## src/rtl/fifo_arbiter_nch.sv

```systemverilog
// N-channel pixel input FIFOs with a round-robin or fixed-priority arbiter
// feeding the z-buffer; grants come from registered request state only.
module fifo_arbiter_nch #(
  parameter int N_CH        = 4,
  parameter int PIXEL_WIDTH = 16,
  parameter int MEM_LENGTH  = 8,
  parameter int AF_THRESH   = 6,
  parameter int ARB_MODE    = 0,
  localparam int FW = $clog2(MEM_LENGTH) + 1,
  localparam int IW = (N_CH > 1) ? $clog2(N_CH) : 1
) (
  input  logic                        clk,
  input  logic                        reset,
  input  logic [N_CH*PIXEL_WIDTH-1:0] pix_in,
  input  logic [N_CH-1:0]             load,
  input  logic                        rdy_z_buffer,
  output logic [PIXEL_WIDTH-1:0]      pix_out,
  output logic [IW-1:0]               src_id,
  output logic                        send_z_buffer,
  output logic [N_CH*FW-1:0]          fill,
  output logic [N_CH-1:0]             req,
  output logic [N_CH-1:0]             almost_full,
  output logic [N_CH-1:0]             full,
  output logic [N_CH-1:0]             overflow
);

  localparam int AW = $clog2(MEM_LENGTH);

  logic [PIXEL_WIDTH-1:0] mem_q [N_CH][MEM_LENGTH];
  logic [PIXEL_WIDTH-1:0] mem_d [N_CH][MEM_LENGTH];
  logic [AW-1:0]          wr_ptr_q [N_CH];
  logic [AW-1:0]          wr_ptr_d [N_CH];
  logic [AW-1:0]          rd_ptr_q [N_CH];
  logic [AW-1:0]          rd_ptr_d [N_CH];
  logic [FW-1:0]          fill_q [N_CH];
  logic [FW-1:0]          fill_d [N_CH];
  logic [N_CH-1:0]        req_q, req_d;
  logic [N_CH-1:0]        af_q, af_d;
  logic [N_CH-1:0]        full_q, full_d;
  logic [N_CH-1:0]        ovf_q, ovf_d;
  logic [IW-1:0]          rr_ptr_q, rr_ptr_d;
  logic [PIXEL_WIDTH-1:0] pix_out_q, pix_out_d;
  logic [IW-1:0]          src_id_q, src_id_d;
  logic                   send_q, send_d;

  logic                   grant_valid_s;
  logic [IW-1:0]          grant_idx_s;
  logic [IW-1:0]          cand_s;
  logic [N_CH-1:0]        pop_s;
  logic [N_CH-1:0]        accept_s;
  logic [PIXEL_WIDTH-1:0] pop_word_s;

  // Arbitration over the registered request vector.
  always_comb begin
    grant_valid_s = 1'b0;
    grant_idx_s   = '0;
    cand_s        = '0;
    if (rdy_z_buffer) begin
      if (ARB_MODE == 0) begin
        for (int k = 1; k <= N_CH; k++) begin
          cand_s = IW'((int'(rr_ptr_q) + k) % N_CH);
          if (!grant_valid_s && req_q[cand_s]) begin
            grant_valid_s = 1'b1;
            grant_idx_s   = cand_s;
          end else begin
            grant_valid_s = grant_valid_s;
          end
        end
      end else begin
        for (int k = 0; k < N_CH; k++) begin
          cand_s = IW'(k);
          if (!grant_valid_s && req_q[cand_s]) begin
            grant_valid_s = 1'b1;
            grant_idx_s   = cand_s;
          end else begin
            grant_valid_s = grant_valid_s;
          end
        end
      end
    end else begin
      grant_valid_s = 1'b0;
    end
  end

  // Per-channel FIFO next state; a pop on a full channel frees the slot for a same-edge load.
  always_comb begin
    mem_d      = mem_q;
    pop_s      = '0;
    accept_s   = '0;
    ovf_d      = ovf_q;
    req_d      = '0;
    af_d       = '0;
    full_d     = '0;
    pop_word_s = mem_q[grant_idx_s][rd_ptr_q[grant_idx_s]];
    for (int i = 0; i < N_CH; i++) begin
      pop_s[i]    = grant_valid_s && (grant_idx_s == IW'(i));
      accept_s[i] = load[i] && (!full_q[i] || pop_s[i]);
      if (load[i] && full_q[i] && !pop_s[i]) begin
        ovf_d[i] = 1'b1;
      end else begin
        ovf_d[i] = ovf_q[i];
      end
      if (accept_s[i]) begin
        mem_d[i][wr_ptr_q[i]] = pix_in[i*PIXEL_WIDTH +: PIXEL_WIDTH];
        wr_ptr_d[i]           = wr_ptr_q[i] + AW'(1);
      end else begin
        wr_ptr_d[i] = wr_ptr_q[i];
      end
      if (pop_s[i]) begin
        rd_ptr_d[i] = rd_ptr_q[i] + AW'(1);
      end else begin
        rd_ptr_d[i] = rd_ptr_q[i];
      end
      if (accept_s[i] && !pop_s[i]) begin
        fill_d[i] = fill_q[i] + FW'(1);
      end else if (!accept_s[i] && pop_s[i]) begin
        fill_d[i] = fill_q[i] - FW'(1);
      end else begin
        fill_d[i] = fill_q[i];
      end
      req_d[i]  = (fill_d[i] != FW'(0));
      af_d[i]   = (fill_d[i] >= FW'(AF_THRESH));
      full_d[i] = (fill_d[i] == FW'(MEM_LENGTH));
    end
  end

  // Output register and round-robin pointer next state.
  always_comb begin
    if (grant_valid_s) begin
      pix_out_d = pop_word_s;
      src_id_d  = grant_idx_s;
      send_d    = 1'b1;
      rr_ptr_d  = (ARB_MODE == 0) ? grant_idx_s : rr_ptr_q;
    end else begin
      pix_out_d = pix_out_q;
      src_id_d  = src_id_q;
      send_d    = 1'b0;
      rr_ptr_d  = rr_ptr_q;
    end
  end

  // Control state with synchronous active-low reset.
  always_ff @(posedge clk) begin
    if (!reset) begin
      for (int i = 0; i < N_CH; i++) begin
        wr_ptr_q[i] <= '0;
        rd_ptr_q[i] <= '0;
        fill_q[i]   <= '0;
      end
      req_q     <= '0;
      af_q      <= '0;
      full_q    <= '0;
      ovf_q     <= '0;
      rr_ptr_q  <= IW'(N_CH - 1);
      pix_out_q <= '0;
      src_id_q  <= '0;
      send_q    <= 1'b0;
    end else begin
      wr_ptr_q  <= wr_ptr_d;
      rd_ptr_q  <= rd_ptr_d;
      fill_q    <= fill_d;
      req_q     <= req_d;
      af_q      <= af_d;
      full_q    <= full_d;
      ovf_q     <= ovf_d;
      rr_ptr_q  <= rr_ptr_d;
      pix_out_q <= pix_out_d;
      src_id_q  <= src_id_d;
      send_q    <= send_d;
    end
  end

  // Storage array; contents are don't-care while the pointers are reset.
  always_ff @(posedge clk) begin
    mem_q <= mem_d;
  end

  // Flatten per-channel fill counts onto the output bus.
  always_comb begin
    fill = '0;
    for (int i = 0; i < N_CH; i++) begin
      fill[i*FW +: FW] = fill_q[i];
    end
  end

  assign pix_out       = pix_out_q;
  assign src_id        = src_id_q;
  assign send_z_buffer = send_q;
  assign req           = req_q;
  assign almost_full   = af_q;
  assign full          = full_q;
  assign overflow      = ovf_q;

endmodule

```

## config.mk

```make
export PLATFORM = sky130hd
export DESIGN_NAME = fifo_arbiter_nch
export DESIGN_NICKNAME = d
export VERILOG_FILES = /design/src/rtl/fifo_arbiter_nch.sv
export SDC_FILE = /design/constraint.sdc
export NUM_CORES = 1
export LEC_CHECK = 0
export CAP_MARGIN = 20
export CORE_ASPECT_RATIO = 0.5
export CORE_MARGIN = 10
export CORE_UTILIZATION = 56
export CTS_BUF_LIST = sky130_fd_sc_hd__clkbuf_8
export DETAILED_ROUTE_END_ITERATION = 8
export MAX_ROUTING_LAYER = met4
export PLACE_DENSITY = 0.76
export REMOVE_ABC_BUFFERS = 1
export SETUP_SLACK_MARGIN = 0.5
export SLEW_MARGIN = 20
export SYNTH_ARGS = -nofsm -noshare
export SYNTH_HDL_FRONTEND = slang
export SYNTH_SLANG_ARGS = --single-unit
```

## constraint.sdc

```tcl
create_clock -name clk -period 4.1 [get_ports clk]
set_input_delay 0.82 -clock clk [delete_from_list [all_inputs] [get_ports clk]]
set_output_delay 0.82 -clock clk [all_outputs]
set_load 0.02 [all_outputs]
```

# ---- Word-level counts from Yosys, hierarchy flattened
# Cells that the tools add are included.
dict set report op_classes {
  multipliers 0
  div_mod_pow 0
  mux 51
  bitwise 6
  addsub 20
  eq_ne 7
  reduce_logical 55
  magnitude_cmp 18
  shift 0
}
# cell n
set op_table {}
lappend op_table {{$bwmux W128} 4}
lappend op_table {{$bmux W128 S2} 1}
lappend op_table {{$mux W128} 2}
lappend op_table {{$demux W16 S3} 4}
lappend op_table {{$mux W16} 6}
lappend op_table {{$bmux W16 S3} 1}
lappend op_table {{$mux W4} 8}
lappend op_table {{$logic_and A1 B1 Y1} 31}
lappend op_table {{$add A3 B1 Y3 const B} 8}
lappend op_table {{$ge A4 B4 Y1 const B} 5}
lappend op_table {{$not A3 Y4} 5}
lappend op_table {{$add A4 B1 Y4 const B} 4}
lappend op_table {{$eq A4 B4 Y1 const B} 4}
lappend op_table {{$ge A4 B3 Y1 const B} 4}
lappend op_table {{$lt A4 B1 Y1 const B} 4}
lappend op_table {{$reduce_bool A4 Y1} 4}
lappend op_table {{$sub A4 B1 Y4 const B} 4}
lappend op_table {{$logic_not A1 Y1} 15}
lappend op_table {{$mux W1} 13}
lappend op_table {{$lt A2 B3 Y1 const B} 4}
lappend op_table {{$mux W2} 5}
lappend op_table {{$bmux W1 S2} 4}
lappend op_table {{$bmux W3 S2} 1}
lappend op_table {{$mux W3} 2}
lappend op_table {{8 further kinds} 14}
dict set report totals {
  latchBits 0
  mem_bits_rw 0
  regBits 589
  memories 0
  out_inout_bits 51
  mem_bits_ro 0
}

# ---- Logic depth before layout (Yosys ltp)
dict set report logic_depth {
  depth_word 26
  ltp_mapped 11
  ltp_nobuf 8
}

# ---- Worst setup path after synthesis
# No wires, ideal clock.
dict set report synth_path {
  kind {reg2reg}
  start {reg req_q[1], in the netlist req[1]}
  end {reg mem_q[496] in the netlist's numbering, enable pin}
  path_stages_with_launch 11
  t_arrival_ps 3783
  path_buffers 4
  period_less_slack_ps 4192
  setup_time_ps 409
  slack_ps -92
  path_cell_list {dfxtp_1 -> or3b_4 -> o2111a_1 -> clkbuf_1 -> buf_2 -> buf_2 -> clkbuf_1 -> nor2_1 -> o21ai_0 -> or2_2 -> nor3_1}
}
dict set report synth_between {
  elab_chain_cells 20
}
# item line_no
set synth_lines {}
lappend synth_lines {{start: declaration} 37} ;# logic [N_CH-1:0] req_q, req_d;
lappend synth_lines {{start signal: assignment} 162} ;# req_q <= req_d;
lappend synth_lines {{$bmux W1 S2} 62} ;# if (!grant_valid_s && req_q[cand_s]) begin
lappend synth_lines {{$mux W1 (implied by the code)} 62}
lappend synth_lines {{$mux W1} 62}
lappend synth_lines {{$mux W1} 58} ;# if (rdy_z_buffer) begin
lappend synth_lines {{$logic_not A1 Y1} 62}
lappend synth_lines {{$logic_and A1 B1 Y1} 62}
lappend synth_lines {{$mux W1} 62}
lappend synth_lines {{$mux W1} 58}
lappend synth_lines {{[4 not listed]} -}
lappend synth_lines {{$logic_not A1 Y1} 62}
lappend synth_lines {{$logic_and A1 B1 Y1} 62}
lappend synth_lines {{$mux W2} 62}
lappend synth_lines {{$mux W2} 58}
lappend synth_lines {{$logic_not A2 Y1} 96} ;# pop_s[i] = grant_valid_s && (grant_idx_s == IW'(i));
lappend synth_lines {{$logic_and A1 B1 Y1 *} 96}
lappend synth_lines {{$logic_or A1 B1 Y1 *} 97} ;# accept_s[i] = load[i] && (!full_q[i] || pop_s[i]);
lappend synth_lines {{$logic_and A1 B1 Y1 *} 97}
lappend synth_lines {{end signal: assignment} 175} ;# mem_q <= mem_d;
lappend synth_lines {{end: declaration} 29} ;# logic [PIXEL_WIDTH-1:0] mem_q [N_CH][MEM_LENGTH];
# Every way passes the cells marked *; elsewhere a longest branch is shown, timed or not. The select of a mux whose other input is x is not followed.
# A chain may end at the register's enable or synchronous reset.

# ---- Worst setup path after layout
dict set report layout_path {
  start {reg req_q[1], in the netlist req[1]}
  end {reg pix_out_q[4], in the netlist pix_out[4]}
}
dict set report layout_between {
  elab_chain_cells 24
}
# item line_no
set layout_lines {}
lappend layout_lines {{$bmux W1 S2} 62}
lappend layout_lines {{$mux W1 (implied by the code)} 62}
lappend layout_lines {{$mux W1} 62}
lappend layout_lines {{$mux W1} 58}
lappend layout_lines {{$logic_not A1 Y1} 62}
lappend layout_lines {{$logic_and A1 B1 Y1} 62}
lappend layout_lines {{$mux W1} 62}
lappend layout_lines {{$mux W1} 58}
lappend layout_lines {{[6 not listed]} -}
lappend layout_lines {{$mux W2} 62}
lappend layout_lines {{$mux W2} 58}
lappend layout_lines {{$not A2 Y3 (implied by the code)} 94} ;# pop_word_s = mem_q[grant_idx_s][rd_ptr_q[grant_idx_s]];
lappend layout_lines {{$bmux W3 S2} 94}
lappend layout_lines {{$mux W3 (implied by the code) (2 in a row)} 94}
lappend layout_lines {{$not A3 Y4 (implied by the code)} 94}
lappend layout_lines {{$bmux W16 S3} 94}
lappend layout_lines {{$mux W16 (implied by the code) (2 in a row)} 94}
lappend layout_lines {{end signal: assignment} 167} ;# pix_out_q <= pix_out_d;
lappend layout_lines {{end: declaration} 42} ;# logic [PIXEL_WIDTH-1:0] pix_out_q, pix_out_d;
# Several ways; a longest one is shown, not always the timed one. The select of a mux whose other input is x is not followed.

==> flow_metrics.py <==
metrics = {
    "floorplanning": {
        "std_cell_rows": 53,
        "io_pins": 122,
        "start_util_pct": 56.93,
        "dieWidth_um": 312.8,
        "dieArea_um2": 52060,
        "core_um2": 42180,
        "die_h_um": 166.4,
    },
    "setup_path": {
        "critical_path.endpoint": "pix_out[4]",
        "crit_slowest_cell": "nor2b_2",
        "worstPathCellList": "or3b_4, o2111a_4, nor4b_1, buf_4, a32oi_4, nor2b_2, buf_4, a22o_1, o31ai_1",
        "worst_path_most_repeated_cell": "buf_4",
        "cp_max_fo": 12,
        "critPathKind": "reg2reg",
        "worstPathRequired_ns": 4.63,
        "crit_start": "req[1]",
        "r2r-end": "pix_out[4]",
        "crit_arrival_ns": 3.86,
        "reg2reg_depth": 9,
        "crit_path_end_kind": "register",
        "worstReg2RegStart": "req[1]",
        "max_stage_delay_ns": 0.86,
        "rrSetupSlack_ns": 0.77,
        "worst_setup_path_start_kind": "register",
    },
    "place": {
        "hpwl_mm": 38.47,
        "place.gp.congestion": 0.9125,
        "dp_slack_ns": 0.1865,
        "placed_area_um2": 26290,
        "port-buffer-count": 121,
        "placed_cells": 2294,
    },
    "global_routing": {
        "grt_max_degree": 161,
        "antenna_found_initial": 1,
        "grt_pass1_vias": 15290,
        "grt_pass1_wl_mm": 96.62,
        "grtUsageTotal_pct": 25.32,
        "globalRouteOverflowTotal": 0,
    },
    "sta": {
        "max_slew_margin_pct": 28.42,
        "setup_viol": 0,
        "fin_skew_ns": 0.02992,
        "grt_setup_unrepaired": "false",
        "min_period_ns": 3.327,
        "final_max_slew_viol_count": 0,
        "hold_viol_final": 0,
        "finalCritPeriodShare_pct": 81.15,
        "worst_pin_slew_ns": 1.069,
        "layout_setup_ws_ns": 0.7730,
        "clock.fmax_mhz": 300.6,
    },
    "min_path": {
        "hold_path.class": "reg2reg",
        "holdPathStages": 2,
    },
    "job": {
        "maxCapViolCount": 0,
    },
    "logic_synthesis": {
        "yosysWarningCount": 0,
        "synthArstFlopShare_pct": 0,
        "synth_enable_flop_cells": 512,
        "yosys_register_bits": 589,
        "synth_cells": 1626,
        "synth_ff_type": "edfxtp_1",
        "yosysSeqAreaShare_pct": 70.45,
        "synth_cell_types": 63,
        "syn_area_um2": 24010,
        "syn_avg_cell_area_um2": 14.77,
    },
    "clock_tree": {
        "clock-sinks": 589,
        "cts_tree": "built",
        "cts_hold_buf": 0,
        "cts_resized": 0,
        "insertion_delay_ns": 0.66,
        "clkTransAtPathRegs_ns": 0.07,
        "max-clock-path-buffers": 3,
        "h-tree-depth": 3,
        "cts_made_buffers": 81,
        "cts_root_buf": "clkbuf_8",
        "post_cts_buffers": 0,
    },
    "routing": {
        "vias_per_cell": 6.297,
        "first_iter_violations": 2232,
        "ant_nets": 0,
        "vias": 15390,
        "drt-total-wl_mm": 65.50,
        "drc_errors": 0,
        "wl_per_cell_um": 26.80,
        "drt_pass1_iterations": 6,
    },
    "final_layout": {
        "fillers": 2910,
        "syn2layout_area_growth_pct": 15.92,
        "num-nets-final": 1887,
        "fin_area_um2": 27830,
        "drive_above_1_share_pct": 13.40,
        "fin_cells": 2444,
    },
    "outcome": {
        "status": "finished clean",
    },
    "pwr": {
        "leakagePower_nw": 9.561,
        "finalPower_mw": 15.98,
        "clock_power_share_pct": 27.0,
        "vdd_drop_max_uv": 456.7,
        "combPwrFrac_pct": 28.2,
        "p_sw_share_pct": 32.65,
        "p_sw_mw": 5.219,
        "powerDensity_nw_per_um2": 574.3,
        "p_int_mw": 10.77,
        "power_frac_seq_pct": 44.8,
    },
}
## worst min-delay path by stage
stage / from / end / slack [ns]
floorplan: rd_ptr_q[1] / rd_ptr_q[1] / 0.45
detailed placement: overflow[1] / overflow[1] / 0.46
CTS: pix_out[5] / pix_out[5] / 0.48
global placement: overflow[0] / overflow[0] / 0.46
finish: pix_out[5] / pix_out[5] / 0.48
global route: pix_out[3] / pix_out[3] / 0.50
## power groups by stage
| stage | sequential [mW] | clock (mW) | combinational (mW) |
|---|---|---|---|
| finish | 7.15 | 4.32 | 4.51 |
| global route | 7.18 | 4.61 | 4.79 |
| CTS | 7.15 | 4.36 | 4.45 |
| detailed placement | 7.27 | 0 | 4.42 |
| global placement | 7.25 | 0 | 4.26 |
| floorplan | 7.37 | 0 | 3.12 |
## state kept, by name, indices dropped and copies added, names as in the netlist
| name | count |
|---|---|
| src_id | 2 |
| mem_q | 512 |
| req | 4 |
| full | 4 |
| almost_full | 4 |
| pix_out | 16 |
| rd_ptr_q | 12 |
| send_z_buffer | 1 |
| overflow | 4 |
| rr_ptr_q | 2 |
| fill | 16 |
| wr_ptr_q | 12 |
## cells by family after synthesis
kind of cell	count (synthesis)	synth area share [%]
AOI/OAI and AO/OA	251	8.202
xor gates and xnor gates	25	0.9119
adders and majority gates	16	0.8337
buffers and inverters	121	2.136
DFF	589	70.45
muxes	175	8.983
and+or+nand+nor	449	8.483
## critical path, delay by kind of cell (launching register included)
kind | cells | cell delay [ns]
flip-flops | 1 | 0.50
AND/OR/NAND/NOR | 3 | 1.67
AO/OA/AOI/OAI | 4 | 0.56
buffers and inverters | 2 | 0.48
## per-stage QoR
stage	TNS (ns)	hold slack (ns)	utilization (%)
final	0	0.4802	66.00
after global placement	0	0.4629	62.33
after floorplan	-1560.39	0.4534	-
after global routing	0	0.5042	66.00
after detailed placement	0	0.4605	62.33
after CTS	0	0.4817	65.99
## cells in the final DEF (no fill, tap or decap), types with 11 or more instances in the layout
cell,n
nand3_1,22
nor2_1,98
edfxtp_1,512
inv_1,54
a311oi_1,34
and2_1,53
a21oi_1,19
buf_4,64
nor3_2,12
dfxtp_1,77
a211oi_1,68
clkdlybuf4s50_1,121
o211a_1,16
xnor2_1,14
a22o_1,16
ha_1,16
mux4_2,32
nand2_1,186
o41ai_1,17
mux2i_1,141
xor2_1,11
nand2b_1,14
clkinv_1,14
clkbuf_8,89
nor2_2,17
a31oi_1,20
o31ai_1,16
## cell usage after synthesis, types with 2 or more instances
library cell / n / share of area (%)
a21o_1: 4 / 0.13
nor4b_1: 4 / 0.15
mux4_2: 32 / 3.0
a211o_1: 3 / 0.11
a32oi_1: 4 / 0.15
nand2b_1: 14 / 0.36
a311oi_1: 34 / 1.2
o21ai_0: 9 / 0.19
nand4_1: 5 / 0.13
nand3_1: 23 / 0.48
or2_2: 2 / 0.052
a31oi_1: 20 / 0.52
xnor2_1: 14 / 0.51
nor3_1: 20 / 0.42
clkbuf_1: 68 / 1.1
o31ai_1: 16 / 0.50
a211oi_1: 68 / 2.1
buf_6: 2 / 0.094
a22o_1: 16 / 0.58
mux2i_1: 142 / 5.9
dfxtp_1: 77 / 6.4
o41a_1: 2 / 0.094
o211a_1: 16 / 0.67
nor2b_1: 4 / 0.10
inv_1: 21 / 0.33
nand2_1: 186 / 2.9
buf_2: 23 / 0.48
a21oi_1: 19 / 0.40
o2111a_1: 2 / 0.094
o41ai_1: 17 / 0.62
nor3b_1: 4 / 0.13
and3_1: 3 / 0.078
nor4_1: 7 / 0.18
and2_1: 53 / 1.4
edfxtp_1: 512 / 64
xor2_1: 11 / 0.40
buf_1: 5 / 0.078
nor2_1: 115 / 1.8
nand3b_1: 2 / 0.063
a41oi_1: 2 / 0.073
ha_1: 16 / 0.83
o211ai_1: 8 / 0.25
## layout make-up
| class | count | area, µm² | share of cell area (%) |
|---|---|---|---|
| sequential | 589 | 16920 | 60.77 |
| multi-input combinational | 916 | 6760 | 24.29 |
| timing repair buffer | 191 | 1812 | 6.509 |
| clock buffer | 89 | 1225 | 4.401 |
| tap | 577 | 721.9 | 2.594 |
| clock inverter | 60 | 317.8 | 1.142 |
| inverter | 21 | 78.83 | 0.2832 |
| antenna | 1 | 2.502 | 0.008990 |
## routing by layer
| layer | global-route usage, % | up-vias | share of wire (%) | wire [µm] |
|---|---|---|---|---|
| met2 | 36.63 | 1069 | 45 | 29370 |
| met5 | - | - | 0 | 0 |
| li1 | - | 6598 | - | - |
| met4 | 9.839 | 0 | 3.6 | 2345 |
| met1 | 34.55 | 7526 | 39 | 25800 |
| met3 | 5.931 | 198 | 12 | 7980 |
Power figures use the tool's default switching activity.
==> RTL edit, RTL diff (same flow settings) <==
`ARB_MODE`: 0 -> 1.
--- a/src/rtl/fifo_arbiter_nch.sv
+++ b/src/rtl/fifo_arbiter_nch.sv
@@ -7,3 +7,3 @@
   parameter int AF_THRESH   = 6,
-  parameter int ARB_MODE    = 0,
+  parameter int ARB_MODE    = 1,
   localparam int FW = $clog2(MEM_LENGTH) + 1,
Check against the original RTL: not equivalent (Yosys sat finds a counterexample within 4 cycles, from zero or initial values and one cycle with reset low).
==> RTL edit against the unedited design <==
- non-clock buffer count grew 4
- via count grew 8.0%
- design area shrank 1.6%
- synthesized cell count up 9.7%
- critical endpoint is now pix_out[14]
- count of clock-buffer cells in the layout is 2 higher
- highest routed layer unchanged
- largest cell class unchanged
- sequential cell count decreased by 2
- area after synthesis down 1.5%
- critical path depth is 1 lower
- wire length grew 4.8%
- first-iteration DRC count up 26%
- power shrank 12%
- setup slack worse by 0.044 ns
- maximum frequency fell by 1.3%
==> RTL edit: results (changes against the unedited design) <==
Parameter                              Value

Final layout
  Fraction of final layout cells sized beyond drive strength 1 ... 12.80% (-0.60 points)

Global routing
  Tot GR Track Use ... 26.95% (+1.6 points)
  First-pass GRT wire length ... 101000 um (+4.5%)
  Vias in the first global route ... 15920 (+4.1%)
  Maximum number of pins on one net before global-route repair ... 139 (-14%)

Placement
  Post-DP Area ... 25850 um^2 (-1.7%)
  GP Congestion ... 0.8599 (-5.8%)
  Post-detail-place hpwl ... 39550 um (+2.8%)
  Placed Cells incl. Taps ... 2434 (+6.1%)
  Worst slack, placed ... 0.2509 ns (+0.06441 ns)

Drt
  Post-detailed-routing wire length ... 68670 um (+4.8%)
  Number of violations reported at the end of detailed-routing iteration 0 ... 2805 (+26%)
  DRT Pass-1 Iters ... 7 (+1)
  Via/cell ratio ... 6.417 (+1.9%)

Worst setup path
  Arrival time at the worst endpoint ... 3.97 ns (+0.11 ns)
  Worst Path Max Fanout ... 24 (+12)
  Largest stage delay, worst path ... 0.95 ns (+0.09 ns)
  FF-to-FF path depth ... 8 (-1)
  Critical-path cell with the highest stage delay ... sky130_fd_sc_hd__or2_1

Timing
  Slew margin rel. ... 20.61% (-7.8 points)

Yosys
  Adder and majority gate portion of the synthesized area ... 0.8467% (+0.013 points)
  Compound-Gate Fraction of Synth Area ... 14.24% (+6.0 points)
  Distinct cells, synth ... 58 (-7.9%)
  Portion of the post-synthesis area used by sequential elements ... 71.38% (+0.93 points)

Run status
  Status ... finished clean
[RTL edit: cell type report]
type | count | area [um^2] | area share [%]
Tap cell | 577 | 721.9 | 2.635
Inverter | 14 | 52.55 | 0.1918
Antenna cell | 6 | 15.01 | 0.05479
Sequential cell | 587 | 16880 | 61.59
Clock buffer | 91 | 1252 | 4.571
Multi-Input combinational cell | 1061 | 6281 | 22.92
Timing Repair Buffer | 195 | 1917 | 6.995
Clock inverter | 60 | 286.5 | 1.046
[RTL edit: worst reg2reg max path, stage by stage (launching register included)]
cell and delay, ns:
sky130_fd_sc_hd__dfxtp_1 0.47, sky130_fd_sc_hd__or2_1 0.95, sky130_fd_sc_hd__nand3_2 0.24, sky130_fd_sc_hd__a32o_4 0.53
sky130_fd_sc_hd__buf_12 0.28, sky130_fd_sc_hd__a221oi_1 0.27, sky130_fd_sc_hd__nor2_1 0.09, sky130_fd_sc_hd__a211oi_1 0.30
sky130_fd_sc_hd__a22o_1 0.19
[RTL edit: cells by family after synthesis]
logic type,Yosys count
buffers and inverters,136
muxes,12
and+or+nand+nor,519
xor gates and xnor gates,24
adders and majority gates,16
AOI/OAI and AO/OA,490
DFF,587
[RTL edit: worst paths after layout]
| check | from | endpoint | slack [ns] |
|---|---|---|---|
| max | req[2] | pix_out[14] | 0.73 |
| min reg2reg | overflow[1] | overflow[1] | 0.47 |
| min | overflow[1] | overflow[1] | 0.47 |
| max reg2reg | req[2] | pix_out[14] | 0.73 |
[RTL edit: metrics by stage]
step	setup TNS [ns]	util [%]	total power [mW]
after floorplan	-34.45	-	8.682
after global placement	0	61.77	9.689
after detailed placement	0	61.77	9.756
after CTS	0	65.45	13.98
after global routing	0	65.48	14.52
final	0	65.49	14.02
[RTL edit: where the power goes]
part / leakage, nW / switching (mW) / internal, mW
clock: 0.912 / 2.22 / 2.11
sequential: 5.26 / 0.149 / 6.72
combinational: 3.52 / 1.84 / 0.986
total: 9.70 / 4.21 / 9.82
[RTL edit: metal layers]
layer | track usage [%] | up-vias | wire, um
li1 | - | 7102 | -
met4 | 8.003 | 0 | 1871
met5 | - | - | 0
met2 | 40.24 | 1283 | 30650
met3 | 6.783 | 150 | 9594
met1 | 36.44 | 8091 | 26560
